[src/rtl/raster_cmd_decoder_p.sv]
// Assembles header+parameter bytes into raster commands; last byte accepted in N -> cmd_valid in N+1.
// in_ready is a register, low only while a command waits for cmd_ready; mid-command stalls time out.
module raster_cmd_decoder_p #(
    parameter int COORD_W = 3,
    parameter int TIMEOUT = 15
) (
    input  logic               clk,
    input  logic               rst_n,
    input  logic [7:0]         in_data,
    input  logic               in_valid,
    output logic               in_ready,
    output logic [2:0]         cmd,
    output logic [COORD_W-1:0] x1,
    output logic [COORD_W-1:0] y1,
    output logic [COORD_W-1:0] x2,
    output logic [COORD_W-1:0] y2,
    output logic               cmd_valid,
    input  logic               cmd_ready,
    output logic               err_valid,
    output logic [1:0]         err_code
);

    typedef enum logic [1:0] {
        ST_IDLE  = 2'd0,
        ST_PARAM = 2'd1,
        ST_ISSUE = 2'd2
    } state_t;

    localparam int TW = (TIMEOUT > 1) ? $clog2(TIMEOUT + 1) : 1;
    // Timer holds the number of idle cycles already seen; fire on the TIMEOUT-th one.
    localparam logic [TW-1:0] T_LAST = (TIMEOUT > 0) ? TW'(TIMEOUT - 1) : '0;
    localparam logic [TW-1:0] T_ONE  = TW'(1);
    localparam logic [6:0]    P_MASK = ~7'((1 << COORD_W) - 1);

    localparam logic [2:0] OP_NOOP  = 3'd0;
    localparam logic [2:0] OP_PIXEL = 3'd1;
    localparam logic [2:0] OP_LINE  = 3'd2;
    localparam logic [2:0] OP_RECT  = 3'd3;
    localparam logic [2:0] OP_CLEAR = 3'd4;

    localparam logic [1:0] E_RSVD    = 2'b01;
    localparam logic [1:0] E_TIMEOUT = 2'b10;
    localparam logic [1:0] E_PARAM   = 2'b11;

    state_t             state_q, state_d;
    logic [1:0]         idx_q, idx_d;
    logic [TW-1:0]      timer_q, timer_d;
    logic [2:0]         op_q, op_d;
    logic [COORD_W-1:0] slot_q [4];
    logic [COORD_W-1:0] slot_d [4];
    logic               in_ready_q;
    logic               cmd_valid_q;
    logic               err_valid_q, err_d;
    logic [1:0]         err_code_q, code_d;
    logic               accept;
    logic               decode_hdr;
    logic [1:0]         last_idx;

    assign accept    = in_valid & in_ready_q;
    assign in_ready  = in_ready_q;
    assign cmd_valid = cmd_valid_q;
    assign err_valid = err_valid_q;
    assign err_code  = err_code_q;
    assign cmd       = op_q;
    assign x1        = slot_q[0];
    assign y1        = slot_q[1];
    assign x2        = slot_q[2];
    assign y2        = slot_q[3];

    always_comb begin
        state_d    = state_q;
        idx_d      = idx_q;
        timer_d    = timer_q;
        op_d       = op_q;
        slot_d     = slot_q;
        err_d      = 1'b0;
        code_d     = err_code_q;
        decode_hdr = 1'b0;
        last_idx   = (op_q == OP_PIXEL) ? 2'd1 : 2'd3;

        case (state_q)
            ST_IDLE: begin
                decode_hdr = accept & in_data[7];
            end
            ST_PARAM: begin
                if (accept) begin
                    timer_d = '0;
                    if (in_data[7]) begin
                        // Header mid-command: drop the partial command, then treat the byte as a fresh header.
                        err_d      = 1'b1;
                        code_d     = E_PARAM;
                        state_d    = ST_IDLE;
                        decode_hdr = 1'b1;
                    end else if ((in_data[6:0] & P_MASK) != 7'd0) begin
                        err_d   = 1'b1;
                        code_d  = E_PARAM;
                        state_d = ST_IDLE;
                    end else begin
                        slot_d[idx_q] = in_data[COORD_W-1:0];
                        idx_d         = idx_q + 2'd1;
                        if (idx_q == last_idx) begin
                            state_d = ST_ISSUE;
                        end
                    end
                end else if ((TIMEOUT > 0) && (timer_q == T_LAST)) begin
                    err_d   = 1'b1;
                    code_d  = E_TIMEOUT;
                    state_d = ST_IDLE;
                end else begin
                    timer_d = timer_q + T_ONE;
                end
            end
            ST_ISSUE: begin
                if (cmd_ready) begin
                    state_d = ST_IDLE;
                end
            end
            default: begin
                state_d = ST_IDLE;
            end
        endcase

        if (decode_hdr) begin
            case (in_data[6:4])
                OP_NOOP: begin
                    state_d = ST_IDLE;
                end
                OP_PIXEL, OP_LINE, OP_RECT: begin
                    op_d = in_data[6:4];
                    for (int i = 0; i < 4; i++) begin
                        slot_d[i] = '0;
                    end
                    idx_d   = 2'd0;
                    timer_d = '0;
                    state_d = ST_PARAM;
                end
                OP_CLEAR: begin
                    op_d = OP_CLEAR;
                    for (int i = 0; i < 4; i++) begin
                        slot_d[i] = '0;
                    end
                    state_d = ST_ISSUE;
                end
                default: begin
                    // A dropped command already reports bad-parameter this cycle; keep that code.
                    if (!err_d) begin
                        err_d  = 1'b1;
                        code_d = E_RSVD;
                    end
                    state_d = ST_IDLE;
                end
            endcase
        end
    end

    always_ff @(posedge clk or negedge rst_n) begin
        if (!rst_n) begin
            state_q     <= ST_IDLE;
            idx_q       <= 2'd0;
            timer_q     <= '0;
            op_q        <= 3'd0;
            for (int i = 0; i < 4; i++) begin
                slot_q[i] <= '0;
            end
            in_ready_q  <= 1'b0;
            cmd_valid_q <= 1'b0;
            err_valid_q <= 1'b0;
            err_code_q  <= 2'b00;
        end else begin
            state_q     <= state_d;
            idx_q       <= idx_d;
            timer_q     <= timer_d;
            op_q        <= op_d;
            slot_q      <= slot_d;
            in_ready_q  <= (state_d != ST_ISSUE);
            cmd_valid_q <= (state_d == ST_ISSUE);
            err_valid_q <= err_d;
            err_code_q  <= code_d;
        end
    end

endmodule

[config.mk]
export PLATFORM = sky130hd
export DESIGN_NAME = raster_cmd_decoder_p
export DESIGN_NICKNAME = d
export VERILOG_FILES = /design/src/rtl/raster_cmd_decoder_p.sv
export SDC_FILE = /design/constraint.sdc
export NUM_CORES = 1
export LEC_CHECK = 0
export ABC_CLOCK_PERIOD_IN_PS = 1470
export BUFFER_PORTS_ARGS = -buffer_cell sky130_fd_sc_hd__clkbuf_2
export CELL_PAD_IN_SITES_DETAIL_PLACEMENT = 1
export CELL_PAD_IN_SITES_GLOBAL_PLACEMENT = 1
export CORE_ASPECT_RATIO = 0.7
export CORE_MARGIN = 1
export CORE_UTILIZATION = 36
export CTS_CLUSTER_DIAMETER = 150
export DETAILED_ROUTE_END_ITERATION = 7
export PLACE_DENSITY_LB_ADDON = 0.1
export SLEW_MARGIN = 20
export SYNTH_ARGS = -nofsm -noshare
export SYNTH_HDL_FRONTEND = slang
export SYNTH_SLANG_ARGS = --single-unit
[constraint.sdc]
create_clock -name clk -period 1.47 [get_ports clk]
set_clock_uncertainty 0.2 [all_clocks]
set_input_delay 0.0735 -clock clk [delete_from_list [all_inputs] [get_ports clk]]
set_output_delay 0.0735 -clock clk [all_outputs]
set_load 0.02 [all_outputs]
* After elaboration in Yosys (flattened, before gate mapping) *
Cells that the tools add are included.

operators by class
  equal/unequal tests = 11
  order comparisons = 2
  mux-type cells = 49
  reduce and logical (&&, ||, !) cells = 9
  add/subtract/negate cells = 2
  bitwise operators = 3

operators with widths
  cell                                                 number
  2-to-1 mux 12 bit                                    6
  2-to-1 mux 2 bit                                     22
  2-to-1 mux 4 bit                                     5
  bitwise mux 12 bit                                   1
  2-to-1 mux 1 bit                                     9
  nonzero test 7 bit                                   1
  demux 3 bit (select 2 bit)                           1
  == test 3 x 1 -> 1 bit (second input constant)       2
  == test 3 x 2 -> 1 bit (second input constant)       2
  case mux 2 bit (3 select lines)                      1
  case mux 3 bit (2 select lines)                      1
  OR reduction 5 bit                                   1
  adder 4 x 1 -> 4 bit (second input constant)         1
  == test 2 bit (second input constant)                2
  == test 4 bit (second input constant)                1
  case mux 2 bit (2 select lines)                      1
  OR reduction 4 bit                                   1
  == test 3 bit (second input constant)                1
  >= comparator 3 bit (second input constant)          1
  zero test 3 bit                                      1
  < comparator 3 x 1 -> 1 bit (second input constant)  1
  2-to-1 mux 3 bit                                     1
  NOT 2 -> 3 bit                                       1
  OR reduction 3 bit                                   1
  other kinds (10)                                     11

storage, ports and cells
  register bits after elaboration = 28
  word-level logic and storage cells = 88
  output and inout port bits = 20

* Depth between registers and ports, before layout *
Gate-level depths: netlist of run 1.

  depth in word-level cells = 12
  mapped depth = 6
  mapped depth without buffers = 6

* Least setup slack after synthesis of run 1 *
OpenSTA, ideal clock, no wires.

  path kind = flip-flop to flip-flop
  from = register in_ready_q (netlist: in_ready)
  to = register cmd_valid_q (netlist: cmd_valid)
  data arrival time = 1406 ps
  buffers on the path = 1
  library setup time = 127 ps
  stages on the path, launching flop included = 5
  clock period less this slack = 1733 ps
  path slack = -263 ps
  path through = dfrtp_1 -> and4b_1 -> and3_1 -> buf_6 -> a221o_2

between the ends
  word-level cells in the longest chain between the ends = 5

RTL lines
  element                                                                             RTL line  source
  start, declared                                                                     51        logic in_ready_q;
  start signal, assigned                                                              175       in_ready_q <= (state_d != ST_ISSUE);
  bitwise AND 1 bit (*)                                                               59        assign accept = in_valid & in_ready_q;
  2-to-1 mux 2 bit (tied with other cells)                                            86        if (accept) begin
  case mux 2 bit (3 select lines) or case mux 1 bit (2 select lines) (tied branches)  81        case (state_q)
  2-to-1 mux 2 bit (*)                                                                123       if (decode_hdr) begin
  == test 2 bit (*)                                                                   176       cmd_valid_q <= (state_d == ST_ISSUE);
  end signal, assigned                                                                176
  end, declared                                                                       52        logic cmd_valid_q;

Mark *: on every way between the ends. The rest lies on a longest branch, timed or not.
A chain may end at the register's enable or synchronous reset.

* Worst setup path after layout of run 1 *
  from = register state_q[1]
  to = register idx_q[1]

between the ends
  word-level cells in the longest chain between the ends = 4

RTL lines
  element                 RTL line  source
  start, declared         45        state_t state_q, state_d;
  start signal, assigned  170       state_q <= state_d;
  == test 2 x 1 -> 1 bit  81
  2-to-1 mux 2 bit        81
  2-to-1 mux 2 bit        124       case (in_data[6:4])
  2-to-1 mux 2 bit (*)    123
  via idx_d[1]            46        logic [1:0] idx_q, idx_d;
  end signal, assigned    171       idx_q <= idx_d;
  end, declared           46

Mark *: on every way through the listed nets, which the timed path passes. The rest lies on a longest branch.

==> results.cfg, run 1 <==
[outcome]
status = finished with violations
violations = hold timing, setup timing

[logic_synthesis]
ys_types = 33
synth_edf_count = 0
ys_warn_count = 0
synth_top_area_share_pct = 49.8
synth_area_leaders = dfrtp_1 50%, a21oi_1 6.8%, nand3_1 5.7%
yosys_register_bits = 28
synth-async-reset-ratio_pct = 100
syn_nets = 161
syn_inst = 143
yosys.area.top_type = dfrtp_1
syn-cell-area_um2 = 1410
synth_seq_area_share_pct = 49.8
synth_top_flop_cell = dfrtp_1
syn_avg_cell_area_um2 = 9.84

[setup_path]
path_max_fanout = 9
reg2reg_depth = 5
critical_path_class = reg2reg
r2r_setup_slack_ns = -0.22
crit_arrival_ns = 1.66
r2r_end = idx_q[1]
start_kind = flop
cp-end-kind = flop
timing.rr.start = state_q[1]
required_ns = 1.44

[pwr]
power_frac_clock_pct = 25.6
share_comb_of_total_power_pct = 28.9
seqPwrFrac_pct = 45.5
leakagePower_uw = 0.00104
p_int_uw = 1330
peakVddDrop_mv = 0.471
powerDensity_nw_per_um2 = 837
p_sw_share_pct = 31.3
netSwitchingPower_uw = 605

[clocking]
cts.clk_slew.worst_paths_ns = 0.10
cts_tree = done
max-clock-path-buffers = 2
clkLatencyLatePin_ns = 0.28
root_buffer = clkbuf_8
htreeDepth = 1
cts_sinks = 28
cts_buffers = 3

[final_layout]
final_nets = 242
nFillCells = 401
syn_to_final_growth_pct = 64.0
final_common_cell = buf_4
drive_gt1_share_pct = 57.4
stdcell_count = 273
antenna_cells = 0
most-common-layout-cells = 36 x buf_4, 31 x clkbuf_2, 27 x dfrtp_1

[global_route]
grt_use_total_pct = 24.8
grt_max_degree = 21
antenna_found_initial = 0
grt_pass1_wl_mm = 7.62
grt_pass1_vias = 1398
overflow = 0

[detailed_routing]
top_layer_used = met4
via_per_inst = 5.47
dr.pass1.iters = 4
wl_per_cell_um = 20.8
postRouteAntennaNets = 0
met3_length_um = 274
drt_iter0_drc = 46
drcViolationCount = 0
wl_met2_mm = 2.75
finalWirelength_mm = 5.67
wl_met1_mm = 2.56
vias = 1493

[min_path]
hp-start = cmd_ready
min_to = in_ready
hp-class = in2reg
min_delay_path_depth = 3

[placement]
globalplace.congestion = 0.853
hpwl_mm = 3.53
portBuffers = 31
place_inst = 255

[timing]
slew_headroom_pct = 65.5
fin_crit_sh_pct = 115
hold_slack_ns = -0.0159
layout_setup_ws_ns = -0.216
slew_violations = 0
tns_ns = -3.43
setup_viol = 26
worst_pin_slew_ns = 0.518
rsz0062_at_grt = yes
fmax_mhz = 593
period_minus_slack_ns = 1.69
hold_viol_final = 1

[run]
drv_cap = 0

[floorplanning]
coreArea_um2 = 3630
io_pins = 32
num_rows = 18
start_util_pct = 38.8
die-height_um = 54.3
dieArea_um2 = 4170
die_w_um = 76.7
synth_stat cells, types with 2 or more instances:
master / n
a221o_2: 2
o21ai_0: 7
nor3_1: 2
a21oi_1: 19
dfrtp_1: 28
xnor2_1: 3
nand2b_1: 3
inv_1: 6
nand4_1: 4
a22o_1: 3
nor3b_1: 2
nor2_1: 5
nand3_1: 16
ha_1: 6
nand2_1: 19
stage by stage:
stage	cell area [um^2]	setup slack (ns)	utilization, %	total power (uW)	hold slack (ns)
detailed placement	1920	-0.155	53.0	1310	-0.134
global placement	1920	-0.109	53.0	1280	-0.137
finish	2310	-0.216	63.7	1930	-0.0159
global route	2310	-0.243	63.7	2000	-0.000517
CTS	2150	-0.154	59.3	1860	0.00372
floorplan	1470	-0.151	-	1070	-0.422
layer usage:
metal / GRT usage (%) / up-vias
met5: 0 / -
met2: 44.2 / 48
met3: 4.17 / 12
li1: - / 676
met1: 33.3 / 757
met4: 2.88 / 0
worst max-delay path, cell delays in order, from the launching register on:
cell and delay [ns]:
dfrtp_1 0.43, and4b_1 0.29, and3_4 0.22, buf_12 0.13
mux2i_1 0.20, nor2_1 0.08
registers in the layout (all words and copies together), names as in the netlist:
name,cells
err_code,2
timer_q,4
state_q,2
y1,3
idx_q,2
err_valid,1
cmd_valid,1
y2,3
x1,3
x2,3
cmd,3
in_ready,1
worst max path at each step:
stage / startpoint / endpoint / slack (ns) / depth (start not counted)
final: state_q[1] / idx_q[1] / -0.22 / 5
after global routing: state_q[1] / idx_q[1] / -0.24 / 5
after CTS: state_q[1] / idx_q[1] / -0.15 / 5
after detailed placement: state_q[1] / idx_q[1] / -0.15 / 5
after global placement: state_q[1] / timer_q[3] / -0.11 / 4
after floorplan: in_ready / cmd_valid / -0.15 / 4
final cells by class:
class | instances | area (um^2) | share of cell area (%)
clock buffers | 4 | 55.1 | 2.38
multi-input cells | 106 | 887 | 38.4
repair buffers | 79 | 579 | 25.1
well taps | 50 | 62.6 | 2.71
inverters | 6 | 22.5 | 0.976
flip-flops and latches | 28 | 702 | 30.4
power groups by stage:
stage / combinational, uW / sequential [uW] / clock (uW)
finish: 558 / 878 / 495
CTS: 488 / 870 / 500
detailed placement: 421 / 885 / 0
floorplan: 144 / 929 / 0
global route: 593 / 884 / 526
global placement: 403 / 877 / 0
cells by family after synthesis:
logic type                 after synthesis  synth area share, %
buffers and inverters                    9                 3.73
adders and majority gates                6                 5.33
muxes                                    1                0.711
DFF                                     28                 49.8
xor gates and xnor gates                 3                 1.87
AOI/OAI and AO/OA                       36                 15.7
and+or+nand+nor                         60                 22.8
timing repair:
| action | in CTS | in global routing |
|---|---|---|
| resized for setup | 25 | 26 |
| pin swaps | 5 | 9 |
| hold endpoints to repair | 41 | 1 |
| gates cloned | 0 | 1 |
| setup buffers | 4 | 3 |
| setup endpoints to repair | 28 | 28 |
| hold buffers | 5 | 1 |
(Power assumes the default switching activity.)
==> run 2, diff against run 1 <==
--- a/config.mk
+++ b/config.mk
@@ -5,16 +5,16 @@
 export SDC_FILE = /design/constraint.sdc
 export NUM_CORES = 1
 export LEC_CHECK = 0
-export ABC_CLOCK_PERIOD_IN_PS = 1470
+export ABC_CLOCK_PERIOD_IN_PS = 2000
 export BUFFER_PORTS_ARGS = -buffer_cell sky130_fd_sc_hd__clkbuf_2
 export CELL_PAD_IN_SITES_DETAIL_PLACEMENT = 1
 export CELL_PAD_IN_SITES_GLOBAL_PLACEMENT = 1
 export CORE_ASPECT_RATIO = 0.7
 export CORE_MARGIN = 1
-export CORE_UTILIZATION = 36
+export CORE_UTILIZATION = 43
 export CTS_CLUSTER_DIAMETER = 150
 export DETAILED_ROUTE_END_ITERATION = 7
-export PLACE_DENSITY_LB_ADDON = 0.1
+export PLACE_DENSITY = 0.8
 export SLEW_MARGIN = 20
 export SYNTH_ARGS = -nofsm -noshare
 export SYNTH_HDL_FRONTEND = slang
==> constraint.sdc (replaced) <==
create_clock -name clk -period 2 [get_ports clk]
set_clock_uncertainty 0.2 [all_clocks]
set_input_delay 0.1 -clock clk [delete_from_list [all_inputs] [get_ports clk]]
set_output_delay 0.1 -clock clk [all_outputs]
set_load 0.02 [all_outputs]
==> results.cfg, run 2 (synthesis results as in run 1) <==
[global_route]
overflow = 0
antenna_found_initial = 0
grt_max_degree = 29
grt_pass1_wl_mm = 6.40
grt_use_total_pct = 24.4
grt_pass1_vias = 1256

[timing]
rsz0062_at_grt = no
fin_crit_sh_pct = 90.3
worst_pin_slew_ns = 0.706
slew_violations = 0
hold_slack_ns = 0.0241
setup_viol = 0
hold_viol_final = 0
tns_ns = 0
fmax_mhz = 554
period_minus_slack_ns = 1.81
slew_headroom_pct = 52.9

[detailed_routing]
drcViolationCount = 0
drt_iter0_drc = 88
postRouteAntennaNets = 0
finalWirelength_mm = 3.88
dr.pass1.iters = 4
wl_per_cell_um = 17.5
vias = 1255
via_per_inst = 5.68

[min_path]
min_to = in_ready
hp-class = in2reg
min_delay_path_depth = 3
hp-start = cmd_ready

[final_layout]
syn_to_final_growth_pct = 22.2
top_register = timer_q
antenna_cells = 0
final_common_cell = clkbuf_2
largest_register_ffs = 4
drive_gt1_share_pct = 24.3
final_nets = 205
most-common-layout-cells = 31 x clkbuf_2, 28 x dfrtp_1, 19 x a21oi_1, 19 x nand2_1, 16 x nand3_1

[setup_path]
timing.rr.start = state_q[1]
reg2reg_depth = 4
path_max_fanout = 18
crit_chain = dlygate4sd3_1, clkbuf_2, nor4_4, and3_2, nand3_1, a21oi_1
r2r_end = timer_q[0]
critPathTopFamily = simple AND/OR/NAND/NOR gates
critPathSlowestCell = dlygate4sd3_1
max_stage_delay_ns = 0.53
crit_arrival_ns = 1.80
crit_buf_inv = 2
startpoint = in_data[5]
r2r_setup_slack_ns = 0.23
required_ns = 2.00
critical_path_class = in2reg
cp-end-kind = flop
start_kind = input port

[outcome]
status = complete, no violations

[pwr]
seqPwrFrac_pct = 54.9
p_int_uw = 836
leakagePower_uw = 0.000799
share_comb_of_total_power_pct = 19.2
peakVddDrop_mv = 0.386
netSwitchingPower_uw = 353
p_sw_share_pct = 29.7
powerDensity_nw_per_um2 = 691
power_frac_clock_pct = 25.9

[clocking]
htreeDepth = 1
root_buffer = clkbuf_8
clkLatencyLatePin_ns = 0.27
cts_buffers = 3
cts_tree = done
cts_sinks = 28
max-clock-path-buffers = 2
cts.clk_slew.worst_paths_ns = 0.09

[placement]
globalplace.congestion = 0.887
hpwl_mm = 2.77
portBuffers = 31

[floorplanning]
start_util_pct = 47.8
io_pins = 32
coreArea_um2 = 2940
die_w_um = 70.4
dieArea_um2 = 3510
num_rows = 16
die-height_um = 49.9

[run]
drv_cap = 0
## run 2: how the worst max path moves through the flow
stage / endpoint / slack, ns / cells after the start
2_1_floorplan: cmd_valid / 0.27 / 4
3_3_place_gp: x2[1] / 0.19 / 4
3_5_place_dp: y1[1] / 0.11 / 4
4_1_cts: y1[1] / 0.01 / 6
5_1_grt: timer_q[0] / 0.03 / 4
6_report: y2[2] / 0.19 / 6
## run 2: layout make-up
| cell class | instances | area (um^2) |
|---|---|---|
| clock buffer | 3 | 41.3 |
| fill | 356 | 1220 |
| inverter | 6 | 22.5 |
| multi-input combinational | 106 | 656 |
| sequential | 28 | 701 |
| tap | 36 | 45.0 |
| timing repair buffer | 42 | 255 |
## run 2: power groups by stage
| stage | combinational (uW) | sequential (uW) | clock [uW] |
|---|---|---|---|
| floorplan | 101 | 682 | 0 |
| global placement | 209 | 658 | 0 |
| detailed placement | 217 | 663 | 0 |
| CTS | 229 | 652 | 316 |
| global route | 256 | 659 | 340 |
| finish | 228 | 653 | 308 |
## run 2: metrics by stage
step	area (um^2)	utilization (%)	instances	total power (uW)	worst slack (ns)
2_1_floorplan	1410	-	143	782	0.267
3_3_place_gp	1610	54.6	211	868	0.192
3_5_place_dp	1610	54.6	211	880	0.113
4_1_cts	1720	58.4	221	1200	0.0133
5_1_grt	1720	58.5	221	1250	0.0326
6_report	1720	58.5	221	1190	0.194
## run 2: metal layers
metal	vias to the layer above	GRT usage [%]	routed length, um
li1	600	-	-
met1	603	34.1	1900
met2	44	37.8	1730
met3	8	5.11	171
met4	0	8.33	75
met5	-	0	0
## run 2: worst register-to-register path, cell delays in order, from the launching register on
cell,delay [ns]
dfrtp_1,0.43
nand2b_1,0.25
a21oi_1,0.41
a21oi_1,0.14
a311oi_1,0.26
## run 2: what timing repair did
action                                  in CTS  in global routing
buffers inserted                             0                  0
endpoints found under the setup margin       0                 17
endpoints found under the hold margin       43                  0
hold buffers                                 7                  0
gates resized for setup                      0                  1
